[src/rtl/wbupsize_pkg.sv]
// wbupsize_pkg: default bus geometry and lane-count helper for the Wishbone upsizer
package wbupsize_pkg;
    localparam int DEF_SDW    = 32;
    localparam int DEF_MDW    = 128;
    localparam int DEF_MAW    = 24;
    localparam int DEF_LGFIFO = 5;
    function automatic int lane_bits(input int sdw, input int mdw);
        return $clog2(mdw / sdw);
    endfunction
endpackage

[src/rtl/wbupsize_sfifo.sv]
// sfifo: synchronous FIFO of lane indices, first-word fall-through read data
//   i_push/i_data write when not full; i_pop drops the head when not empty
//   i_flush empties the FIFO; o_full/o_empty/o_count report occupancy
module sfifo #(
    parameter int BW = 2,
    parameter int LG = 5
) (
    input  logic          i_clk,
    input  logic          i_reset,
    input  logic          i_flush,
    input  logic          i_push,
    input  logic [BW-1:0] i_data,
    input  logic          i_pop,
    output logic [BW-1:0] o_data,
    output logic          o_full,
    output logic          o_empty,
    output logic [LG:0]   o_count
);
    logic [BW-1:0] r_mem [0:(1<<LG)-1];
    logic [LG-1:0] r_wr, r_rd;
    logic [LG:0]   r_cnt;
    logic          w_push, w_pop;

    assign w_push  = i_push && !o_full;
    assign w_pop   = i_pop && !o_empty;
    assign o_full  = r_cnt[LG];
    assign o_empty = (r_cnt == '0);
    assign o_count = r_cnt;
    assign o_data  = r_mem[r_rd];

    always_ff @(posedge i_clk)
        if (w_push) r_mem[r_wr] <= i_data;

    always_ff @(posedge i_clk) begin
        if (i_reset || i_flush) begin
            r_wr  <= '0;
            r_rd  <= '0;
            r_cnt <= '0;
        end else begin
            r_wr  <= r_wr + LG'(w_push);
            r_rd  <= r_rd + LG'(w_pop);
            r_cnt <= r_cnt + (LG+1)'(w_push) - (LG+1)'(w_pop);
        end
    end
endmodule

[src/rtl/wbupsize.sv]
// wbupsize: pipelined Wishbone upsizer, narrow CPU slave port to wide SDRAM master port
//   i_wb_*  : slave side, SDW-bit data, SAW-bit word address
//   o_mwb_* : master side, MDW-bit data, MAW-bit word address, one request in flight on stb
//   Lane indices of outstanding requests are queued so read data is picked from the right lane.
module wbupsize
    import wbupsize_pkg::*;
#(
    parameter  int SDW    = DEF_SDW,
    parameter  int MDW    = DEF_MDW,
    parameter  int MAW    = DEF_MAW,
    parameter  int LGFIFO = DEF_LGFIFO,
    localparam int K      = lane_bits(SDW, MDW),
    localparam int SAW    = MAW + K
) (
    input  logic             i_clk,
    input  logic             i_reset,
    input  logic             i_wb_cyc,
    input  logic             i_wb_stb,
    input  logic             i_wb_we,
    input  logic [SAW-1:0]   i_wb_addr,
    input  logic [SDW-1:0]   i_wb_data,
    input  logic [SDW/8-1:0] i_wb_sel,
    output logic             o_wb_stall,
    output logic             o_wb_ack,
    output logic             o_wb_err,
    output logic [SDW-1:0]   o_wb_data,
    output logic             o_mwb_cyc,
    output logic             o_mwb_stb,
    output logic             o_mwb_we,
    output logic [MAW-1:0]   o_mwb_addr,
    output logic [MDW-1:0]   o_mwb_data,
    output logic [MDW/8-1:0] o_mwb_sel,
    input  logic             i_mwb_stall,
    input  logic             i_mwb_ack,
    input  logic             i_mwb_err,
    input  logic [MDW-1:0]   i_mwb_data
);
    localparam int NL = MDW / SDW;
    localparam int SB = SDW / 8;

    logic             w_accept, w_full, w_empty, w_pop, w_err, w_flush, w_stb_n;
    logic [K-1:0]     w_lane, w_head;
    logic [LGFIFO:0]  w_cnt, w_cnt_n;
    logic [MDW/8-1:0] w_sel;
    logic             r_errp;

    assign o_wb_stall = (o_mwb_stb && i_mwb_stall) || w_full || r_errp;
    assign w_accept   = i_wb_cyc && i_wb_stb && !o_wb_stall;
    assign w_lane     = i_wb_addr[K-1:0];
    assign w_pop      = o_mwb_cyc && i_mwb_ack && !w_empty;
    assign w_err      = o_mwb_cyc && i_mwb_err;
    assign w_flush    = !i_wb_cyc || w_err;
    assign w_stb_n    = w_accept || (o_mwb_stb && i_mwb_stall);
    assign w_cnt_n    = w_cnt + (LGFIFO+1)'(w_accept) - (LGFIFO+1)'(w_pop);

    for (genvar g = 0; g < NL; g++) begin : g_lane
        assign w_sel[g*SB +: SB] = (w_lane == K'(g)) ? i_wb_sel : '0;
    end

    sfifo #(.BW(K), .LG(LGFIFO)) u_fifo (
        .i_clk   (i_clk),
        .i_reset (i_reset),
        .i_flush (w_flush),
        .i_push  (w_accept),
        .i_data  (w_lane),
        .i_pop   (w_pop),
        .o_data  (w_head),
        .o_full  (w_full),
        .o_empty (w_empty),
        .o_count (w_cnt)
    );

    // cyc stays up while anything is queued or still being presented;
    // an error latches r_errp until the CPU closes its cycle
    always_ff @(posedge i_clk) begin
        if (i_reset) begin
            o_mwb_cyc <= 1'b0;
            o_mwb_stb <= 1'b0;
            r_errp    <= 1'b0;
        end else if (w_flush) begin
            o_mwb_cyc <= 1'b0;
            o_mwb_stb <= 1'b0;
            r_errp    <= i_wb_cyc;
        end else begin
            o_mwb_stb <= w_stb_n;
            o_mwb_cyc <= w_stb_n || (w_cnt_n != '0);
        end
    end

    // acceptance only happens when not stalled, so these hold during a stall
    always_ff @(posedge i_clk) begin
        if (w_accept) begin
            o_mwb_addr <= i_wb_addr[SAW-1:K];
            o_mwb_data <= {NL{i_wb_data}};
            o_mwb_sel  <= w_sel;
            o_mwb_we   <= i_wb_we;
        end
    end

    always_ff @(posedge i_clk) begin
        if (i_reset) begin
            o_wb_ack  <= 1'b0;
            o_wb_err  <= 1'b0;
            o_wb_data <= '0;
        end else begin
            o_wb_ack <= i_wb_cyc && w_pop && !i_mwb_err;
            o_wb_err <= i_wb_cyc && w_err;
            if (w_pop) o_wb_data <= i_mwb_data[w_head*SDW +: SDW];
        end
    end
endmodule

[config.mk]
export PLATFORM = sky130hd
export DESIGN_NAME = wbupsize
export DESIGN_NICKNAME = d
export VERILOG_FILES = /design/src/rtl/wbupsize_pkg.sv /design/src/rtl/wbupsize_sfifo.sv /design/src/rtl/wbupsize.sv
export SDC_FILE = /design/constraint.sdc
export NUM_CORES = 1
export LEC_CHECK = 0
export ABC_AREA = 1
export CAP_MARGIN = 20
export CORE_AREA = 2 2 158 160
export DETAILED_ROUTE_END_ITERATION = 10
export DIE_AREA = 0 0 160 162
export PLACE_DENSITY = 0.74
export SLEW_MARGIN = 10
export SYNTH_ARGS = -nofsm -noshare
export SYNTH_HDL_FRONTEND = slang
export SYNTH_HIERARCHICAL = 1
export SYNTH_SLANG_ARGS = --single-unit
[constraint.sdc]
create_clock -name i_clk -period 16.5 [get_ports i_clk]
set_input_delay 2.475 -clock i_clk [delete_from_list [all_inputs] [get_ports i_clk]]
set_output_delay 2.475 -clock i_clk [all_outputs]
set_load 0.1 [all_outputs]
# ---- After elaboration in Yosys (flattened, before gate mapping)
# Memory sizes are Yosys's and may differ from the RTL's. A register that Yosys moved wholly into a read port is not among the register bits.
# Index checks and enable logic that the tools add are counted.
dict set report totals {
  register_bits 222
  ram_bits 64
  input_bits 198
  output_inout_bits 206
  elab_cells 56
  mem_count 1
}
dict set report classes {
  n_addsub 6
  n_eq_ne 3
  shift 1
  muxes 3
  n_reduce_logical 26
}
# memory words width read_ports rd_clocked_by_memory_dff wr line_no
set mem_list {}
lappend mem_list {u_fifo.r_mem 32 2 1 1 1 wbupsize_sfifo.sv:19} ;# logic [BW-1:0] r_mem [0:(1<<LG)-1];
# op count
set op_table {}
lappend op_table {{variable part select 128 x 8 -> 32 bit} 1}
lappend op_table {{adder 6 x 1 -> 6 bit} 2}
lappend op_table {{subtractor 6 x 1 -> 6 bit} 2}
lappend op_table {{logical AND 1 bit} 11}
lappend op_table {{adder 5 x 1 -> 5 bit} 2}
lappend op_table {{zero test 6 bit} 1}
lappend op_table {{logical OR 1 bit} 6}
lappend op_table {{nonzero test 6 bit} 1}
lappend op_table {{zero test 1 bit} 5}
lappend op_table {{2-to-1 mux 5 bit} 1}
lappend op_table {{equality test 2 bit (second input constant)} 2}
lappend op_table {{equality test 2 x 1 -> 1 bit (second input constant)} 1}
lappend op_table {{zero test 2 bit} 1}
lappend op_table {{2-to-1 mux 1 bit} 2}
lappend op_table {{OR reduction 2 bit} 1}

# ---- Depth between registers and ports, before layout
# Gate-level depths: netlist (run 1).
dict set report depth {
  ltp_word 9
  ltp_mapped 18
}

# ---- Hierarchy
# The synthesis (run 1) kept the hierarchy.
# mod n_inst cells_per_inst area_each_um2
set by_module_without_submodules {}
lappend by_module_without_submodules {wbupsize 1 654 5669.2}
lappend by_module_without_submodules {sfifo 1 361 3584.7}

# ---- Worst setup path before layout (run 1)
# No wires, ideal clock.
dict set report synth_path {
  kind {in2reg}
  start {input port i_mwb_stall}
  end {register u_fifo.r_cnt[4] (netlist: u_fifo/o_count[4])}
  setup_ns 0.070
  arrival_time_ns 8.595
  required_ns 16.430
  slack_ns 7.835
  path_stages 12
  path_buffers 0
  cell_sequence {nand2_1 nand3_1 nor2_1 nand2_1 ha_1 inv_1 ha_1 inv_1 fa_1 o31ai_1 o21ai_0 a21oi_1}
}
dict set report synth_via {
  elab_chain_cells 8
}
# item line_no
set synth_rtl {}
lappend synth_rtl {{start, declared} wbupsize.sv:33} ;# input logic i_mwb_stall,
lappend synth_rtl {{logical AND 1 bit} wbupsize.sv:47} ;# assign o_wb_stall = (o_mwb_stb && i_mwb_stall) || w_full || r_errp;
lappend synth_rtl {{logical OR 1 bit (2 in a row)} wbupsize.sv:47}
lappend synth_rtl {{via o_wb_stall} wbupsize.sv:23} ;# output logic o_wb_stall,
lappend synth_rtl {{zero test 1 bit} wbupsize.sv:48} ;# assign w_accept = i_wb_cyc && i_wb_stb && !o_wb_stall;
lappend synth_rtl {{logical AND 1 bit} wbupsize.sv:48}
lappend synth_rtl {{via w_accept} wbupsize.sv:41} ;# logic w_accept, w_full, w_empty, w_pop, w_err, w_flush, w_stb_n;
lappend synth_rtl {{logical AND 1 bit} wbupsize_sfifo.sv:24} ;# assign w_push = i_push && !o_full;
lappend synth_rtl {{adder 6 x 1 -> 6 bit} wbupsize_sfifo.sv:42} ;# r_cnt <= r_cnt + (LG+1)'(w_push) - (LG+1)'(w_pop);
lappend synth_rtl {{subtractor 6 x 1 -> 6 bit} wbupsize_sfifo.sv:42}
lappend synth_rtl {{end signal, assigned} wbupsize_sfifo.sv:42}
lappend synth_rtl {{end, declared} wbupsize_sfifo.sv:21} ;# logic [LG:0] r_cnt;
# The timed path passes the listed nets, and every way through them passes these cells.
# A chain may end at the register's enable or synchronous reset.

# ---- Worst setup path after layout (run 1)
dict set report layout_path {
  start {input port i_mwb_stall}
  end {output port o_wb_stall}
}
dict set report layout_via {
  elab_chain_cells 3
}
# item line_no
set layout_rtl {}
lappend layout_rtl {{logical AND 1 bit} wbupsize.sv:47}
lappend layout_rtl {{logical OR 1 bit (2 in a row)} wbupsize.sv:47}
lappend layout_rtl {{end, declared} wbupsize.sv:23}
# Every way passes these cells.

==> results.md, run 1 <==
* Sw power at 390 uW
* First-pass GRT wire length at 42,000 um
* Worst Skew at 0.0153 ns
* WL final at 28,200 um
* Max VDD drop at 0.0563 mV
* Placer Congestion at 0.869
* Area fraction of the dominant cell type after synthesis at 0.445
* Area grow syn2layout at 44.0%
* Die area at 25,900 um^2
* Most common cell after layout, fill and taps aside: clkdlybuf4s50_1
* Fin util at 0.553
* H-tree depth at 4
* Final setup TNS at 0 ns
* Initial Util at 0.384
* Clock Latency Late Sink at 0.42 ns
* # port buffers at 403
* Worst hold path class: flip-flop to flip-flop
* Reg power frac at 0.445
* Post-route minimum period at 6.77 ns
* DP Worst Slack at 9.74 ns
* # setup viols final at 0
* Chip Width at 160 um
* CP endpoint kind: output port
* Comb pwr share at 0.244
* Critical Path AT at 4.29 ns
* Tcrit/Tclk final at 0.410
* Synth Area in Compound Gates at 0.0871
* Xor/xnor share of the synthesized area at 0.00379
* Worst Path Class, Setup: input pin to output port
* Net Sw Frac at 0.326
* FMAX at 0.148 GHz
* Synth area leaders: edfxtp_1 44%, dfxtp_1 11%, nor2_1 9.4%
* Root Driver: clkbuf_16
* Commonest cells after routing, fill and taps aside: 403 x clkdlybuf4s50_1, 231 x nor2_1, 137 x edfxtp_1
* YS warnings at 6
* Internal power at 805 uW
* Initial antenna violation count at 0
* Area post-placement at 12,800 um^2
* Post-layout nets at 1,527
* Clock network power share at 0.311
* Top-Level Pins at 404
* Pwr Total at 1190 uW
* Post-synth top area cell: edfxtp_1
* Seq/Total Area, Yosys at 0.559
* Area of the mapped netlist at 9250 um^2
* DR WL/cell at 17.1 um
* Hold_buf cts at 0
* Power per Cell Area at 89.7 nW/um^2
* Num rows at 57
* Clk sinks at 190
* Slew @ Worst Pin at 1.08 ns
* Vias in the first global route at 7,222
* Post-CTS resize count at 0
* Layout fillers at 2,176
* Leakage dissipation at 0.00515 uW
* WP data required at 14.03 ns
* Slew HR at 0.277
* Clock transition at path regs at 0.07 ns
* Syn Inst Count at 1,015
* Status: completed
* First-pass iteration count of the detailed router at 6
* Largest family of logic cells by synthesized area: simple AND/OR/NAND/NOR gates
* Worst setup margin at 9.73 ns
* Yosys reg bits at 190
* Gr ovfl total at 0
* Post-synthesis cell type count at 27
* Final slew viol count at 0
* CP max FO at 2
* Die height at 162 um
* Mean cell area of the mapped netlist at 9.12 um^2
* RSZ-0062 raised after global routing: false
* Crit start category: input pin
* Area of the multi-input gates at 2790 um^2
* Post-DP HPWL at 21,100 um
* Vias at 7,745
* Simple-Gate Fraction of Synth Area at 0.182
* Cts bufs inserted at 17
* Fin area at 13,300 um^2
* CTS tree: done
* Routed Antenna Nets at 0
* Iter 0 DRT Violations at 616
* Area of the core at 24,100 um^2
* Post-CTS setup buffer count at 0
* Max Root-Sink Buffers at 2
* Vias/cell at 4.70
* Synthesized net count at 1,232
* Drt drc at 0
* Fin. Hold Viols at 0
* Post-synthesis mux area share at 0
* Layout cells sized above 1 at 0.0355
* Ant diodes at 0
* Largest net degree at the start of global routing at 75
* Maxcap violations at 0
* Total GRT Usage at 0.209
* Register Area at 5170 um^2
* Adder-Cell Fraction of Synth Area at 0.0273
==> path summary, 6_finish.rpt <==
check / startpoint / to / slack (ns) / cells after the start
worst max-delay path: i_mwb_stall / o_wb_stall / 9.73 / 4
worst max register to register: u_fifo/o_count[3]$_SDFF_PP0_ / o_mwb_cyc$_SDFF_PP0_ / 12.87 / 17
worst min-delay path: r_errp$_SDFFE_PP0P_ / r_errp$_SDFFE_PP0P_ / 0.51 / 2
worst min register to register: r_errp$_SDFFE_PP0P_ / r_errp$_SDFFE_PP0P_ / 0.51 / 2
==> metrics by stage <==
stage / hold WS, ns / std cells
6_report: 0.508 / 1647
5_1_grt: 0.541 / 1647
4_1_cts: 0.515 / 1646
3_5_place_dp: 0.504 / 1614
3_3_place_gp: 0.484 / 1614
2_1_floorplan: 0.454 / 1015
==> kinds of logic after synthesis <==
| logic type | Yosys count |
|---|---|
| XOR/XNOR | 4 |
| AO/OA/AOI/OAI | 160 |
| AND/OR/NAND/NOR | 423 |
| adder cells (fa/ha/maj) | 19 |
| flip-flops | 190 |
| buffers and inverters | 219 |
==> final cells by class <==
class,instances,area share
Timing Repair Buffer,412,0.309
Inverter,83,0.0236
Clock buffer,20,0.0328
Sequential cell,190,0.388
Clock inverter,12,0.00648
Multi-Input combinational cell,606,0.210
Tap cell,324,0.0304
==> power by group through the flow <==
stage | Sequential [uW] | Combinational [uW] | Clock (uW)
after floorplan | 613 | 134 | 0
after global placement | 542 | 290 | 0
after detailed placement | 542 | 291 | 0
after CTS | 532 | 292 | 382
after global routing | 533 | 302 | 400
final | 531 | 291 | 372
==> cell usage after synthesis <==
library cell / count
buf_4: 104
nand2_1: 127
ha_1: 17
nand3b_1: 2
o21ai_0: 49
nor3_1: 3
inv_2: 4
clkbuf_1: 5
o21ai_1: 87
nor2_4: 2
inv_4: 1
dfxtp_1: 53
o31ai_1: 1
a21oi_1: 22
fa_1: 2
xor2_1: 1
o21a_1: 1
inv_1: 77
clkinv_1: 1
buf_6: 8
clkbuf_2: 2
or2_1: 1
nand3_1: 56
edfxtp_1: 137
buf_2: 17
xnor2_1: 3
nor2_1: 232
==> critical path, stage by stage <==
cell	delay [ns]
clkdlybuf4s50_1	0.45
nand2_1	0.06
nand3_1	0.14
clkdlybuf4s50_1	1.16
==> metal layers <==
metal | share of wire | vias up | track usage
li1 | - | 3823 | -
met1 | 0.41 | 3656 | 0.257
met2 | 0.53 | 250 | 0.381
met3 | 0.055 | 16 | 0.0480
met4 | 0.0069 | 0 | 0.0389
met5 | 0 | - | 0
==> sequential cells by signal (all words and copies together), names as in the netlist <==
| signal | count |
|---|---|
| o_mwb_addr | 24 |
| u_fifo/r_wr | 5 |
| r_errp | 1 |
| o_wb_err | 1 |
| o_mwb_sel | 16 |
| o_wb_data | 32 |
| u_fifo/r_rd | 5 |
| u_fifo/o_count | 6 |
| u_fifo/r_mem | 64 |
| o_mwb_we | 1 |
| o_mwb_cyc | 1 |
| o_mwb_stb | 1 |
| o_wb_ack | 1 |
| o_mwb_data | 32 |
No activity file was read; power rests on OpenSTA's default activity.
==> inputs of run 2 (changes only) <==
CORE_AREA = 2 2 159 161   (was 2 2 158 160)
DIE_AREA = 0 0 161 163   (was 0 0 160 162)
PLACE_DENSITY = 0.73   (was 0.74)
clock period = 6.41 ns   (was 16.5 ns; I/O delays follow)
==> run 2 against run 1 <==
- final area is 0.82% higher
- non-clock buffer count is 1 lower
- global-route usage is 0.74 points lower
- via count is 0.72% lower
- combinational power grew to 2.6 times the previous value
- routed wire length is 2.3% lower
- critical endpoint unchanged
- highest routed layer unchanged
==> results.md, run 2 (same netlist as run 1, synthesis figures left out) <==
* Iter 0 DRT Violations at 531
* Hold_buf cts at 0
* Critical Path AT at 2.79 ns
* First-pass iteration count of the detailed router at 5
* First-pass GRT wire length at 41,100 um
* Vias at 7,689
* Leakage dissipation at 0.00520 uW
* Worst setup margin at 2.65 ns
* Crit path max-delay family: buffers and inverters
* Clk sinks at 190
* Initial Util at 0.375
* Power per Cell Area at 239 nW/um^2
* Area grow syn2layout at 45.2%
* Hold worst-path end: r_errp$_SDFFE_PP0P_
* Placer Congestion at 0.834
* Max VDD drop at 0.150 mV
* Die area at 26,200 um^2
* WHS Path Cells at 2
* Routed Antenna Nets at 0
* Final setup TNS at 0 ns
* CP endpoint kind: output port
* Maxcap violations at 0
* Slew @ Worst Pin at 1.06 ns
* # port buffers at 403
* Crit-path slowest cell: clkdlybuf4s50_1
* Max stage delay on crit path at 1.16 ns
* Top-Level Pins at 404
* Clock transition at path regs at 0.07 ns
* CTS tree: done
* H-tree depth at 4
* Cts bufs inserted at 17
* WL final at 27,500 um
* Clock Latency Late Sink at 0.43 ns
* Reg-to-reg critical path startpoint: u_fifo/r_rd[0]$_SDFF_PP0_
* Critical Path Start: i_mwb_stall
* Reg with most FFs: u_fifo/r_mem
* Post-CTS resize count at 0
* Fin. Hold Viols at 0
* RSZ-0062 raised after global routing: false
* Initial antenna violation count at 0
* Final slew viol count at 0
* Chip Width at 161 um
* Worst Skew at 0.00919 ns
* Vias/cell at 4.65
* FMAX at 0.266 GHz
* Ant diodes at 0
* Crit start category: input pin
* Num rows at 58
* Status: completed
* CP max FO at 2
* DR WL/cell at 16.7 um
* Critical path buffers and inverters at 2
* Worst Reg2Reg Path Length in Cells at 16
* WP data required at 5.45 ns
* Vias in the first global route at 7,292
* Area of the core at 24,700 um^2
* Commonest cells after routing, fill and taps aside: 403 x clkdlybuf4s50_1, 231 x nor2_1, 137 x edfxtp_1
* Min-Delay Startpoint: r_errp$_SDFFE_PP0P_
* Regs by FF count: u_fifo/r_mem x64, o_mwb_data x32, o_wb_data x32
* Post-DP HPWL at 20,800 um
* Tcrit/Tclk final at 0.586
* Drt drc at 0
* Worst Path Class, Setup: input pin to output port
* Largest register FFs at 64
* Largest net degree at the start of global routing at 72
* Worst hold path class: flip-flop to flip-flop
* Die height at 163 um
* Root Driver: clkbuf_16
* Most common cell after layout, fill and taps aside: clkdlybuf4s50_1
* Max Root-Sink Buffers at 2
* Layout cells sized above 1 at 0.0371
* R2R Path End: o_wb_data[1]$_SDFFE_PP0P_
* # setup viols final at 0
* Reg2Reg Setup Slack at 2.67 ns
* Gr ovfl total at 0
* Slew HR at 0.290
* Post-layout nets at 1,526
* DP Worst Slack at 2.44 ns
* CP cell instances: clkdlybuf4s50_1 -> nand2_1 -> nand3_1 -> clkdlybuf4s50_1
* Crit-path most repeated cell: clkdlybuf4s50_1
* Post-route minimum period at 3.76 ns
* Post-CTS setup buffer count at 0
* Layout fillers at 2,195
* Total GRT Usage at 0.202
-- run 2: final cells by class --
cell class | instances | area [um^2] | share of cell area
repair buffers | 411 | 4110 | 0.306
multi-input cells | 606 | 2790 | 0.208
well taps | 330 | 413 | 0.0307
clock buffers | 18 | 429 | 0.0319
flip-flops and latches | 190 | 5170 | 0.385
inverters | 83 | 314 | 0.0234
clock inverters | 14 | 195 | 0.0145
-- run 2: metal layers --
metal  vias up  GRT usage  share of wire
li1       3828          -              -
met1      3577      0.251           0.41
met2       266      0.363           0.52
met3        18     0.0392          0.062
met4         0     0.0479         0.0092
met5         -          0              0
-- run 2: worst max path at each step --
stage,cells past startpoint,end
after detailed placement,15,o_mwb_cyc$_SDFF_PP0_
final,4,o_wb_stall
after global routing,14,o_wb_data[1]$_SDFFE_PP0P_
after global placement,15,o_mwb_cyc$_SDFF_PP0_
after CTS,4,o_wb_stall
after floorplan,12,u_fifo/o_count[4]$_SDFF_PP0_
-- run 2: stage by stage --
stage | area, um^2 | total power (uW) | util | hold WS [ns] | instances
after floorplan | 9260 | 1920 | - | 0.454 | 1015
after global placement | 12800 | 2140 | 0.518 | 0.492 | 1619
after detailed placement | 12800 | 2140 | 0.518 | 0.499 | 1619
after CTS | 13400 | 3240 | 0.543 | 0.511 | 1651
after global routing | 13400 | 3320 | 0.544 | 0.549 | 1652
final | 13400 | 3220 | 0.544 | 0.505 | 1652
-- run 2: tightest hold or removal path: stages (launching register included) --
cell	delay, ns
dfxtp_1	0.30
inv_1	0.09
a21oi_1	0.07
-- run 2: report_power, final --
group	internal, uW	switching (uW)
Sequential	1350	20.2
Clock	600	498
Combinational	223	525
